==> src/rtl/mips_pkg.sv <==
// Shared definitions for the instruction encoder: command op codes, MIPS
// opcode/funct fields, FSM state encoding, and the field-packing helper.
package mips_pkg;

  localparam int ADDR_W     = 10;
  localparam int DATA_W     = 32;
  localparam int FIFO_DEPTH = 4;

  localparam logic [ADDR_W-1:0] ADDR_LAST = '1;

  // cmd_op codes; 10..15 are illegal
  localparam logic [3:0] CMD_NOP = 4'd0;
  localparam logic [3:0] CMD_ADD = 4'd1;
  localparam logic [3:0] CMD_SUB = 4'd2;
  localparam logic [3:0] CMD_BEQ = 4'd3;
  localparam logic [3:0] CMD_LW  = 4'd4;
  localparam logic [3:0] CMD_SW  = 4'd5;
  localparam logic [3:0] CMD_LUI = 4'd6;
  localparam logic [3:0] CMD_ORI = 4'd7;
  localparam logic [3:0] CMD_JR  = 4'd8;
  localparam logic [3:0] CMD_JAL = 4'd9;

  localparam logic [5:0] OPC_RTYPE = 6'b000000;
  localparam logic [5:0] OPC_BEQ   = 6'b000100;
  localparam logic [5:0] OPC_LW    = 6'b100011;
  localparam logic [5:0] OPC_SW    = 6'b101011;
  localparam logic [5:0] OPC_LUI   = 6'b001111;
  localparam logic [5:0] OPC_ORI   = 6'b001101;
  localparam logic [5:0] OPC_JAL   = 6'b000011;

  localparam logic [5:0] FUNCT_ADD = 6'b100000;
  localparam logic [5:0] FUNCT_SUB = 6'b100010;
  localparam logic [5:0] FUNCT_JR  = 6'b001000;

  typedef enum logic [1:0] {
    ST_IDLE = 2'd0,
    ST_LOAD = 2'd1,
    ST_DONE = 2'd2
  } state_e;

  function automatic logic is_legal(input logic [3:0] op);
    return op <= CMD_JAL;
  endfunction

  // Fields an op does not use are simply not packed, so they never leak
  // into the encoded word.
  function automatic logic [DATA_W-1:0] encode(
    input logic [3:0]  op,
    input logic [4:0]  rs,
    input logic [4:0]  rt,
    input logic [4:0]  rd,
    input logic [15:0] imm,
    input logic [25:0] target
  );
    logic [DATA_W-1:0] w;
    w = '0;
    case (op)
      CMD_ADD: w = {OPC_RTYPE, rs, rt, rd, 5'b0, FUNCT_ADD};
      CMD_SUB: w = {OPC_RTYPE, rs, rt, rd, 5'b0, FUNCT_SUB};
      CMD_JR:  w = {OPC_RTYPE, rs, 15'b0, FUNCT_JR};
      CMD_BEQ: w = {OPC_BEQ, rs, rt, imm};
      CMD_LW:  w = {OPC_LW, rs, rt, imm};
      CMD_SW:  w = {OPC_SW, rs, rt, imm};
      CMD_LUI: w = {OPC_LUI, 5'b0, rt, imm};
      CMD_ORI: w = {OPC_ORI, rs, rt, imm};
      CMD_JAL: w = {OPC_JAL, target};
      default: w = '0;
    endcase
    return w;
  endfunction

endpackage

==> src/rtl/instr_encoder_if.sv <==
// Command and instruction-memory write bus of the instruction encoder.
//   cmd_*  : valid/ready command stream into the encoder
//   im_*   : we/ready write stream from the encoder to instruction memory
// master = command producer / memory side, slave = encoder.
interface instr_encoder_if;
  import mips_pkg::*;

  logic              cmd_valid;
  logic              cmd_ready;
  logic [3:0]        cmd_op;
  logic [4:0]        cmd_rs;
  logic [4:0]        cmd_rt;
  logic [4:0]        cmd_rd;
  logic [15:0]       cmd_imm;
  logic [25:0]       cmd_target;
  logic              im_we;
  logic              im_ready;
  logic [ADDR_W-1:0] im_addr;
  logic [DATA_W-1:0] im_wdata;

  modport master (
    output cmd_valid, cmd_op, cmd_rs, cmd_rt, cmd_rd, cmd_imm, cmd_target, im_ready,
    input  cmd_ready, im_we, im_addr, im_wdata
  );

  modport slave (
    input  cmd_valid, cmd_op, cmd_rs, cmd_rt, cmd_rd, cmd_imm, cmd_target, im_ready,
    output cmd_ready, im_we, im_addr, im_wdata
  );
endinterface

==> src/rtl/instr_fifo.sv <==
// 4 x 32 FIFO holding encoded words awaiting their IM write.
//   clk, reset : clock, synchronous active-high reset
//   flush      : empties the FIFO, wins over push/pop
//   push, din  : write an entry (ignored when full)
//   pop        : drop the head entry (ignored when empty)
//   dout       : head entry; full/empty status
module instr_fifo
  import mips_pkg::*;
(
  input  logic              clk,
  input  logic              reset,
  input  logic              flush,
  input  logic              push,
  input  logic [DATA_W-1:0] din,
  input  logic              pop,
  output logic [DATA_W-1:0] dout,
  output logic              full,
  output logic              empty
);

  logic [DATA_W-1:0] mem_q [FIFO_DEPTH];
  logic [DATA_W-1:0] mem_d [FIFO_DEPTH];
  logic [1:0]        wr_ptr_q, wr_ptr_d;
  logic [1:0]        rd_ptr_q, rd_ptr_d;
  logic [2:0]        count_q, count_d;
  logic              push_ok, pop_ok;

  assign full    = (count_q == 3'(FIFO_DEPTH));
  assign empty   = (count_q == 3'd0);
  assign dout    = mem_q[rd_ptr_q];
  assign push_ok = push && !full;
  assign pop_ok  = pop && !empty;

  always_comb begin
    mem_d    = mem_q;
    wr_ptr_d = wr_ptr_q;
    rd_ptr_d = rd_ptr_q;
    count_d  = count_q;
    if (flush) begin
      wr_ptr_d = '0;
      rd_ptr_d = '0;
      count_d  = '0;
    end else begin
      if (push_ok) begin
        mem_d[wr_ptr_q] = din;
        wr_ptr_d        = wr_ptr_q + 2'd1;
      end
      if (pop_ok) rd_ptr_d = rd_ptr_q + 2'd1;
      case ({push_ok, pop_ok})
        2'b10:   count_d = count_q + 3'd1;
        2'b01:   count_d = count_q - 3'd1;
        default: count_d = count_q;
      endcase
    end
  end

  always_ff @(posedge clk) begin
    if (reset) begin
      mem_q    <= '{default: '0};
      wr_ptr_q <= '0;
      rd_ptr_q <= '0;
      count_q  <= '0;
    end else begin
      mem_q    <= mem_d;
      wr_ptr_q <= wr_ptr_d;
      rd_ptr_q <= rd_ptr_d;
      count_q  <= count_d;
    end
  end

endmodule

==> src/rtl/instr_encoder.sv <==
// Instruction encoder: accepts MIPS-like commands, encodes them into 32-bit
// words, buffers them and writes them to consecutive IM word addresses.
//   clk, reset : clock, synchronous active-high reset
//   start      : restart at address base with an empty FIFO and clear err
//   base       : start address, sampled on start
//   bus        : command stream in, IM write stream out
//   done       : last IM address written
//   err        : sticky, an illegal command was accepted
//
// state   | meaning
// --------+----------------------------------------------------
// IDLE    | after reset, waiting for start
// LOAD    | accepting commands and writing IM
// DONE    | address 1023 written, FIFO discarded, waiting for start
module instr_encoder
  import mips_pkg::*;
(
  input  logic              clk,
  input  logic              reset,
  input  logic              start,
  input  logic [ADDR_W-1:0] base,
  instr_encoder_if.slave    bus,
  output logic              done,
  output logic              err
);

  state_e            state_q, state_d;
  logic [ADDR_W-1:0] addr_q, addr_d;
  logic              err_q, err_d;

  logic              fifo_full, fifo_empty, fifo_flush, fifo_push;
  logic [DATA_W-1:0] fifo_dout;
  logic              in_load, accept, wr_done;

  assign in_load = (state_q == ST_LOAD);

  // start takes priority: it blocks both acceptance and write completion
  assign bus.cmd_ready = in_load && !fifo_full && !start;
  assign bus.im_we     = in_load && !fifo_empty;
  assign bus.im_addr   = addr_q;
  assign bus.im_wdata  = bus.im_we ? fifo_dout : '0;
  assign done          = (state_q == ST_DONE);
  assign err           = err_q;

  assign accept     = bus.cmd_valid && bus.cmd_ready;
  assign wr_done    = bus.im_we && bus.im_ready && !start;
  assign fifo_push  = accept && is_legal(bus.cmd_op);
  assign fifo_flush = start || (state_q == ST_DONE);

  instr_fifo u_fifo (
    .clk   (clk),
    .reset (reset),
    .flush (fifo_flush),
    .push  (fifo_push),
    .din   (encode(bus.cmd_op, bus.cmd_rs, bus.cmd_rt, bus.cmd_rd,
                   bus.cmd_imm, bus.cmd_target)),
    .pop   (wr_done),
    .dout  (fifo_dout),
    .full  (fifo_full),
    .empty (fifo_empty)
  );

  always_comb begin
    state_d = state_q;
    addr_d  = addr_q;
    err_d   = err_q;
    if (start) begin
      state_d = ST_LOAD;
      addr_d  = base;
      err_d   = 1'b0;
    end else begin
      if (accept && !is_legal(bus.cmd_op)) err_d = 1'b1;
      if (state_q == ST_LOAD && wr_done) begin
        // the counter parks at the last address instead of wrapping
        if (addr_q == ADDR_LAST) state_d = ST_DONE;
        else                     addr_d  = addr_q + 1'b1;
      end
    end
  end

  always_ff @(posedge clk) begin
    if (reset) begin
      state_q <= ST_IDLE;
      addr_q  <= '0;
      err_q   <= 1'b0;
    end else begin
      state_q <= state_d;
      addr_q  <= addr_d;
      err_q   <= err_d;
    end
  end

endmodule
==> src/flat_wrapper.sv <==
// flat-port wrapper written by rule: the top's interface ports become plain ports
module instr_encoder_flat import mips_pkg::*;
  (clk, reset, start, base, done, err, bus_cmd_valid, bus_cmd_op, bus_cmd_rs, bus_cmd_rt, bus_cmd_rd, bus_cmd_imm, bus_cmd_target, bus_im_ready, bus_cmd_ready, bus_im_we, bus_im_addr, bus_im_wdata);
  instr_encoder_if bus_i ();
  input  logic clk;
  input  logic reset;
  input  logic start;
  input  logic [ADDR_W-1:0] base;
  output logic done;
  output logic err;
  input wire logic [$bits(bus_i.cmd_valid)-1:0] bus_cmd_valid;
  input wire logic [$bits(bus_i.cmd_op)-1:0] bus_cmd_op;
  input wire logic [$bits(bus_i.cmd_rs)-1:0] bus_cmd_rs;
  input wire logic [$bits(bus_i.cmd_rt)-1:0] bus_cmd_rt;
  input wire logic [$bits(bus_i.cmd_rd)-1:0] bus_cmd_rd;
  input wire logic [$bits(bus_i.cmd_imm)-1:0] bus_cmd_imm;
  input wire logic [$bits(bus_i.cmd_target)-1:0] bus_cmd_target;
  input wire logic [$bits(bus_i.im_ready)-1:0] bus_im_ready;
  output wire logic [$bits(bus_i.cmd_ready)-1:0] bus_cmd_ready;
  output wire logic [$bits(bus_i.im_we)-1:0] bus_im_we;
  output wire logic [$bits(bus_i.im_addr)-1:0] bus_im_addr;
  output wire logic [$bits(bus_i.im_wdata)-1:0] bus_im_wdata;
  assign bus_i.cmd_valid = bus_cmd_valid;
  assign bus_i.cmd_op = bus_cmd_op;
  assign bus_i.cmd_rs = bus_cmd_rs;
  assign bus_i.cmd_rt = bus_cmd_rt;
  assign bus_i.cmd_rd = bus_cmd_rd;
  assign bus_i.cmd_imm = bus_cmd_imm;
  assign bus_i.cmd_target = bus_cmd_target;
  assign bus_i.im_ready = bus_im_ready;
  assign bus_cmd_ready = bus_i.cmd_ready;
  assign bus_im_we = bus_i.im_we;
  assign bus_im_addr = bus_i.im_addr;
  assign bus_im_wdata = bus_i.im_wdata;
  instr_encoder u_core (.clk(clk), .reset(reset), .start(start), .base(base), .bus(bus_i), .done(done), .err(err));
endmodule
==> config.mk <==
export PLATFORM = sky130hd
export DESIGN_NAME = instr_encoder_flat
export DESIGN_NICKNAME = d
export VERILOG_FILES = /design/src/rtl/mips_pkg.sv /design/src/rtl/instr_encoder_if.sv /design/src/rtl/instr_fifo.sv /design/src/rtl/instr_encoder.sv /design/src/flat_wrapper.sv
export SDC_FILE = /design/constraint.sdc
export NUM_CORES = 1
export LEC_CHECK = 0
export CAP_MARGIN = 20
export CORE_UTILIZATION = 53
export DETAILED_ROUTE_END_ITERATION = 12
export GPL_TIMING_DRIVEN = 1
export PLACE_DENSITY = 0.77
export SETUP_SLACK_MARGIN = 0.5
export SLEW_MARGIN = 10
export SYNTH_ARGS = -nofsm -noshare
export SYNTH_HDL_FRONTEND = slang
export SYNTH_SLANG_ARGS = --single-unit
==> constraint.sdc <==
create_clock -name clk -period 3.35 [get_ports clk]
set_input_delay 0.67 -clock clk [delete_from_list [all_inputs] [get_ports clk]]
set_output_delay 0.67 -clock clk [all_outputs]
set_load 0.01 [all_outputs]
Yosys cells after proc, flatten, opt, wreduce, memory -nomap -nowiden
Cells that the tools add are included.
{ "word_totals": {"register_bits": 148, "output_inout_bits": 46, "word_cells": 81} }
{ "op_classes": {"reduce_logical": 27, "mux": 15, "n_addsub": 5, "bitwise_logic": 3, "n_eq_ne": 16, "order_cmp": 4} }
{ "op_table": {"columns": ["operator", "n"], "rows": [
  ["$pmux 32 s9", 1],
  ["$bwmux 128", 1],
  ["$mux 32", 4],
  ["$bmux 32 s2", 1],
  ["$demux 32 s2", 1],
  ["$mux 10", 3],
  ["$eq 4x3->1 const B", 4],
  ["$logic_and 1x1->1", 12],
  ["$add 10x1->10 const B", 1],
  ["$eq 10x10->1 const B", 1],
  ["$eq 4x2->1 const B", 2],
  ["$eq 4x4->1 const B", 2],
  ["$reduce_and 2->1", 4],
  ["$ge 3x3->1 const B", 2],
  ["$not 2->3", 2],
  ["$pmux 3 s2", 1],
  ["$reduce_bool 2->1", 3],
  ["$add 2x1->2 const B", 2],
  ["$eq 2x1->1 const B", 2],
  ["$eq 2x2->1 const B", 2],
  ["$eq 4x1->1 const B", 1],
  ["$le 4x4->1 const B", 1],
  ["$logic_not 1->1", 4],
  ["$reduce_or 2->1", 2],
  ["other kinds (9)", 11]
]} }

Logic depth before layout (Yosys ltp)
{ "depth": {"word_depth": 9, "mapped_depth": 12, "mapped_depth_nobuf": 9} }

Cells and area by module
Synthesis repeated with hierarchy kept, for this count alone.
{ "unflattened": {"cells_unflattened": 750, "hier_area_um2": 7777.5} }
{ "modules_own_cells": {"columns": ["module", "area_per_inst_um2", "instances", "cells_per_inst", "seq_area_each_um2"], "rows": [
  ["instr_fifo", 6248.5, 1, 544, 2702.6],
  ["instr_encoder", 1529.0, 1, 206, 260.2]
]} }

Least setup slack after synthesis
OpenSTA, ideal clock, no wires.
{ "synth_timing": {"path_kind": "in2reg", "start": "in bus_cmd_op[3]", "end": "reg u_core.u_fifo.count_q[2]", "stages": 12, "setup_ns": 0.070, "arrival_ns": 2.615, "required_ns": 3.280, "setup_slack_ns": 0.665, "path_cell_list": "buf_2 o21ai_0 and4_4 buf_6 clkinv_4 buf_2 ha_1 inv_1 fa_1 xor2_1 or3_1 a21oi_1"} }
{ "synth_via": {"elab_chain_cells": 5, "elab_cells_between_ends": 7, "cone_classes": "order compare: 1; eq/ne: 2; mux: 1; reduce/logical: 3"} }
{ "synth_rtl": {"columns": ["item", "line", "source"], "rows": [
  ["start, declared", "flat_wrapper.sv:12", "input wire logic [$bits(bus_i.cmd_op)-1:0] bus_cmd_op;"],
  ["$le 4x4->1 *", "mips_pkg.sv:42", "return op <= CMD_JAL;"],
  ["$logic_and 1x1->1 *", "instr_encoder.sv:47", "assign fifo_push = accept && is_legal(bus.cmd_op);"],
  ["$logic_and 1x1->1 *", "instr_fifo.sv:31", "assign push_ok = push && !full;"],
  ["$eq 2x1->1 or $eq 2x2->1 (tied branches)", "instr_fifo.sv:49", "case ({push_ok, pop_ok})"],
  ["$pmux 3 s2 or $reduce_bool 2->1 (tied branches)", null, null],
  ["end signal, assigned", "instr_fifo.sv:67", "count_q <= count_d;"],
  ["end, declared", "instr_fifo.sv:25", "logic [2:0] count_q, count_d;"]
]} }
Every way passes the cells marked *; elsewhere a longest branch is shown, timed or not.
A chain may end at the register's enable or synchronous reset.

Worst setup path after layout
{ "layout_timing": {"start": "reg u_core.u_fifo.rd_ptr_q[0]", "end": "out bus_im_wdata[26]"} }
{ "layout_via": {"elab_chain_cells": 5} }
{ "layout_rtl": {"columns": ["item", "line", "source"], "rows": [
  ["start, declared", "instr_fifo.sv:24", "logic [1:0] rd_ptr_q, rd_ptr_d;"],
  ["start signal, assigned", "instr_fifo.sv:66", "rd_ptr_q <= rd_ptr_d;"],
  ["$not 2->3 (implied by the code)", "instr_fifo.sv:30", "assign dout = mem_q[rd_ptr_q];"],
  ["$bmux 32 s2", "instr_fifo.sv:30", null],
  ["$mux 32 (implied by the code) (2 in a row)", "instr_fifo.sv:30", null],
  ["$mux 32", "instr_encoder.sv:41", "assign bus.im_wdata = bus.im_we ? fifo_dout : '0;"],
  ["end, declared", "flat_wrapper.sv:22", "output wire logic [$bits(bus_i.im_wdata)-1:0] bus_im_wdata;"]
]} }
Every way passes these cells. The select of a mux whose other input is x is not followed.

==> qor.csv <==
stage,metric,value,unit
power_and_ir_drop,Max rail drop VDD,270,µV
timing,unrepaired setup endpoints after global routing,yes,
power_and_ir_drop,Pleak,3.30,nW
synth,sequential area share after synthesis,0.410,
detailed_routing,drt wl/cell,21.0,µm
global_routing,largest net degree at the start of global routing,130,
floorplanning,row count,41,
cts,TritonCTS clock tree,built,
cts,Clock Sinks,144,
layout,diodes inserted,0,
timing,Period minus WS final,2.84,ns
detailed_routing,"antenna viol nets, final",0,
layout,Area Overhead vs Synth,31.0,%
critical_path,Critical Path Fanout Max,9,
critical_path,reg-to-reg endpoint,u_core.u_fifo.count_q[2]$_SDFFE_PP0P_,
placement,GPL Wtd Cong,0.793,
synth,simple-gate share of the synthesized area,0.101,
synth,synthesized area per cell,9.67,µm²
global_routing,GRT Util Overall,0.306,
power_and_ir_drop,Combinational Power Share,0.087,
worst_hold_path,worst hold stages,2,
flow_run,maxcap violations,0,
floorplanning,Ports,122,
timing,Slew @ Worst Pin,0.801,ns
power_and_ir_drop,Power Total,4.11,mW
global_routing,initial antenna violation count,0,
layout,layout filler cell count,895,
global_routing,first-pass GRT wire length,32.1,mm
run_status,outcome,finished clean,
power_and_ir_drop,power share of the clock group,0.486,
critical_path,Startpoint Class,flip-flop,
global_routing,vias in the first global route,6255,
cts,Root Driver,clkbuf_16,
detailed_routing,DR iter-0 viols,710,
detailed_routing,routed vias,6694,
synth,Most used DFF post-synth,dfxtp_1,
critical_path,R2R cell count,9,
worst_hold_path,Hold Path Class,flip-flop to flip-flop,
synth,Yosys Warn Count,0,
timing,worst rel slew slack,0.464,
synth,Async SR Flop Fraction,0,
synth,synthesized net count,810,
critical_path,crit path kind,flip-flop to output pin,
timing,Final Hold Viols,0,
placement,buffers added on ports,120,
synth,post-synthesis compound-gate area fraction,0.299,
synth,largest family of logic cells by synthesized area,compound AO/OA/AOI/OAI gates,
synth,adder-cell share of the synthesized area,0.0135,
critical_path,Worst EP required,2.68,ns
layout,"Net count, final",916,
worst_hold_path,"Endpoint, Worst Hold",u_core.u_fifo.mem_q[31]$_SDFFE_PP0P_,
synth,synth unique cells,53,
cts,Worst-path clk slew,0.06,ns
power_and_ir_drop,sw power,0.940,mW
cts,number of CTS-inserted buffers,17,
critical_path,worst reg-to-reg setup slack,0.99,ns
power_and_ir_drop,P_int,3.17,mW
detailed_routing,WL final,21.4,mm
synth,synthesized instance count,727,
cts,Bufs on Longest Clock Path,2,
timing,setup_tns,0,ns
critical_path,RR Startpoint,u_core.u_fifo.count_q[2]$_SDFFE_PP0P_,
detailed_routing,DRC Markers,0,
power_and_ir_drop,power per cell area,446,nW/µm²
detailed_routing,First-pass DRT Iterations,5,
floorplanning,Chip Height,117,µm
floorplanning,Initial Util,0.551,
synth,Synth Area in XOR/XNOR,0.00747,
timing,max-slew violation count,0,
worst_hold_path,Hold Crit Start,u_core.u_fifo.mem_q[31]$_SDFFE_PP0P_,
floorplanning,core area,12800,µm²
power_and_ir_drop,Seq pwr share,0.426,
layout,share of cells above drive strength 1,0.144,
synth,post-synthesis mux area share,0.0993,
synth,Seq cells post-synth,144,
floorplanning,die area,13700,µm²
critical_path,crit end category,output pin,
power_and_ir_drop,sw frac,0.229,
synth,Synth Cell Area,7030,µm²
timing,Final setup viols,0,
synth,"EDFF count, synth",0,
timing,maximum clock frequency,352,MHz
cts,worst-skew pair later-pin latency,0.42,ns
critical_path,worst endpoint data arrival time,2.17,ns
timing,worst-case clock skew,0.00858,ns
global_routing,grt ovf,0,
cts,H-tree depth,4,
placement,post-detail-place hpwl,12.6,mm
timing,final period utilization,0.849,
detailed_routing,vias per cell,6.58,
floorplanning,Die X,117,µm
-- what timing repair did --
item	CTS	global route
gates resized for setup	10	28
setup buffers	2	9
pin swaps	0	1
cloned	0	3
endpoints found under the hold margin	0	0
setup endpoints to repair	31	33
hold buffers	0	0
-- worst max path at each step --
| stage | from | endpoint | slack, ns | depth (start not counted) |
|---|---|---|---|---|
| 2_1_floorplan | bus_cmd_op[3] | u_core.u_fifo.count_q[2]$_SDFFE_PP0P_ | 0.66 | 12 |
| 3_3_place_gp | bus_cmd_op[1] | u_core.u_fifo.mem_q[13]$_SDFFE_PP0P_ | 0.27 | 6 |
| 3_5_place_dp | bus_im_ready | u_core.u_fifo.count_q[2]$_SDFFE_PP0P_ | 0.33 | 9 |
| 4_1_cts | u_core.u_fifo.rd_ptr_q[0]$_SDFFE_PP0N_ | bus_im_wdata[26] | 0.48 | 4 |
| 5_1_grt | u_core.u_fifo.count_q[2]$_SDFFE_PP0P_ | bus_im_wdata[2] | 0.45 | 6 |
| 6_report | u_core.u_fifo.rd_ptr_q[0]$_SDFFE_PP0N_ | bus_im_wdata[26] | 0.51 | 4 |
-- per-stage QoR --
step	setup slack, ns	util	instance area (µm²)	hold slack [ns]	instances
after floorplan	0.665	-	7030	0.451	727
after global placement	0.270	0.652	8330	0.458	971
after detailed placement	0.333	0.653	8340	0.470	972
after CTS	0.482	0.706	9020	0.479	1006
after global routing	0.446	0.721	9210	0.513	1018
final	0.506	0.721	9210	0.484	1018
-- registers in the layout, summed over array words and instances (netlist names) --
register	cells
u_core.u_fifo.count_q	3
u_core.u_fifo.wr_ptr_q	2
u_core.u_fifo.mem_q	124
u_core.bus.im_addr	10
u_core.u_fifo.rd_ptr_q	2
u_core.state_q	2
u_core.err	1
-- power by group through the flow --
| stage | clock network (mW) | logic (mW) | registers [mW] |
|---|---|---|---|
| finish | 2.00 | 0.359 | 1.75 |
| global route | 2.09 | 0.382 | 1.76 |
| CTS | 2.01 | 0.352 | 1.75 |
| detailed placement | 0 | 0.348 | 1.79 |
| global placement | 0 | 0.339 | 1.79 |
| floorplan | 0 | 0.182 | 1.79 |
-- final cells by class --
cell class                 count  area [µm²]  area share
clock buffer                  18         439      0.0477
clock inverter                14         188      0.0204
inverter                      19        76.3     0.00828
multi-input combinational    488        3670       0.399
sequential                   144        2890       0.314
tap                          172         215      0.0234
timing repair buffer         163        1730       0.188
-- cell families after synthesis --
group,after synthesis
compound gates,323
flops,144
mux,31
xor+xnor,6
fa+ha+maj,7
simple gates,120
other cells,1
buf+inv,95
-- cell usage in the layout, fill, tap and decap left out, types with 18 or more instances in the layout --
master	n
clkbuf_16	19
a211oi_1	115
o21ai_0	18
nor2b_1	31
buf_4	30
clkdlybuf4s50_1	97
mux4_2	31
a21oi_1	132
inv_1	18
dlymetal6s2s_1	22
nor2_1	26
dfxtp_1	141
-- critical path, cell delays in order (launching register included) --
cell and delay [ns]:
dfxtp_4 0.43, buf_12 0.17, mux4_2 0.53, nor2b_1 0.15, clkdlybuf4s50_1 0.47
-- per-layer routing --
layer  vias to the layer above  routed length, µm  global-route usage
met2                       410              10300               0.511
met1                      3225               8660               0.395
li1                       3021                  -                   -
met3                        38               1960              0.0608
met4                         0                398               0.105
met5                         -                  0                   0
-- synthesized netlist by cell type (5+ instances only) --
master,instances,share of area
a211oi_1,115,0.12
a21oi_1,132,0.094
a222oi_1,5,0.0071
a22o_1,11,0.014
a22oi_1,14,0.015
a311oi_1,5,0.0062
a32oi_1,6,0.0075
buf_2,21,0.015
buf_6,11,0.018
clkbuf_1,39,0.021
dfxtp_1,144,0.41
ha_1,6,0.011
inv_1,18,0.0096
mux4_2,31,0.099
nand2_1,6,0.0032
nand3_1,14,0.010
nand4_1,5,0.0044
nor2_1,26,0.014
nor2b_1,32,0.028
nor3_1,5,0.0036
o21ai_0,18,0.013
Note: power is estimated with default switching activity, not from simulation.
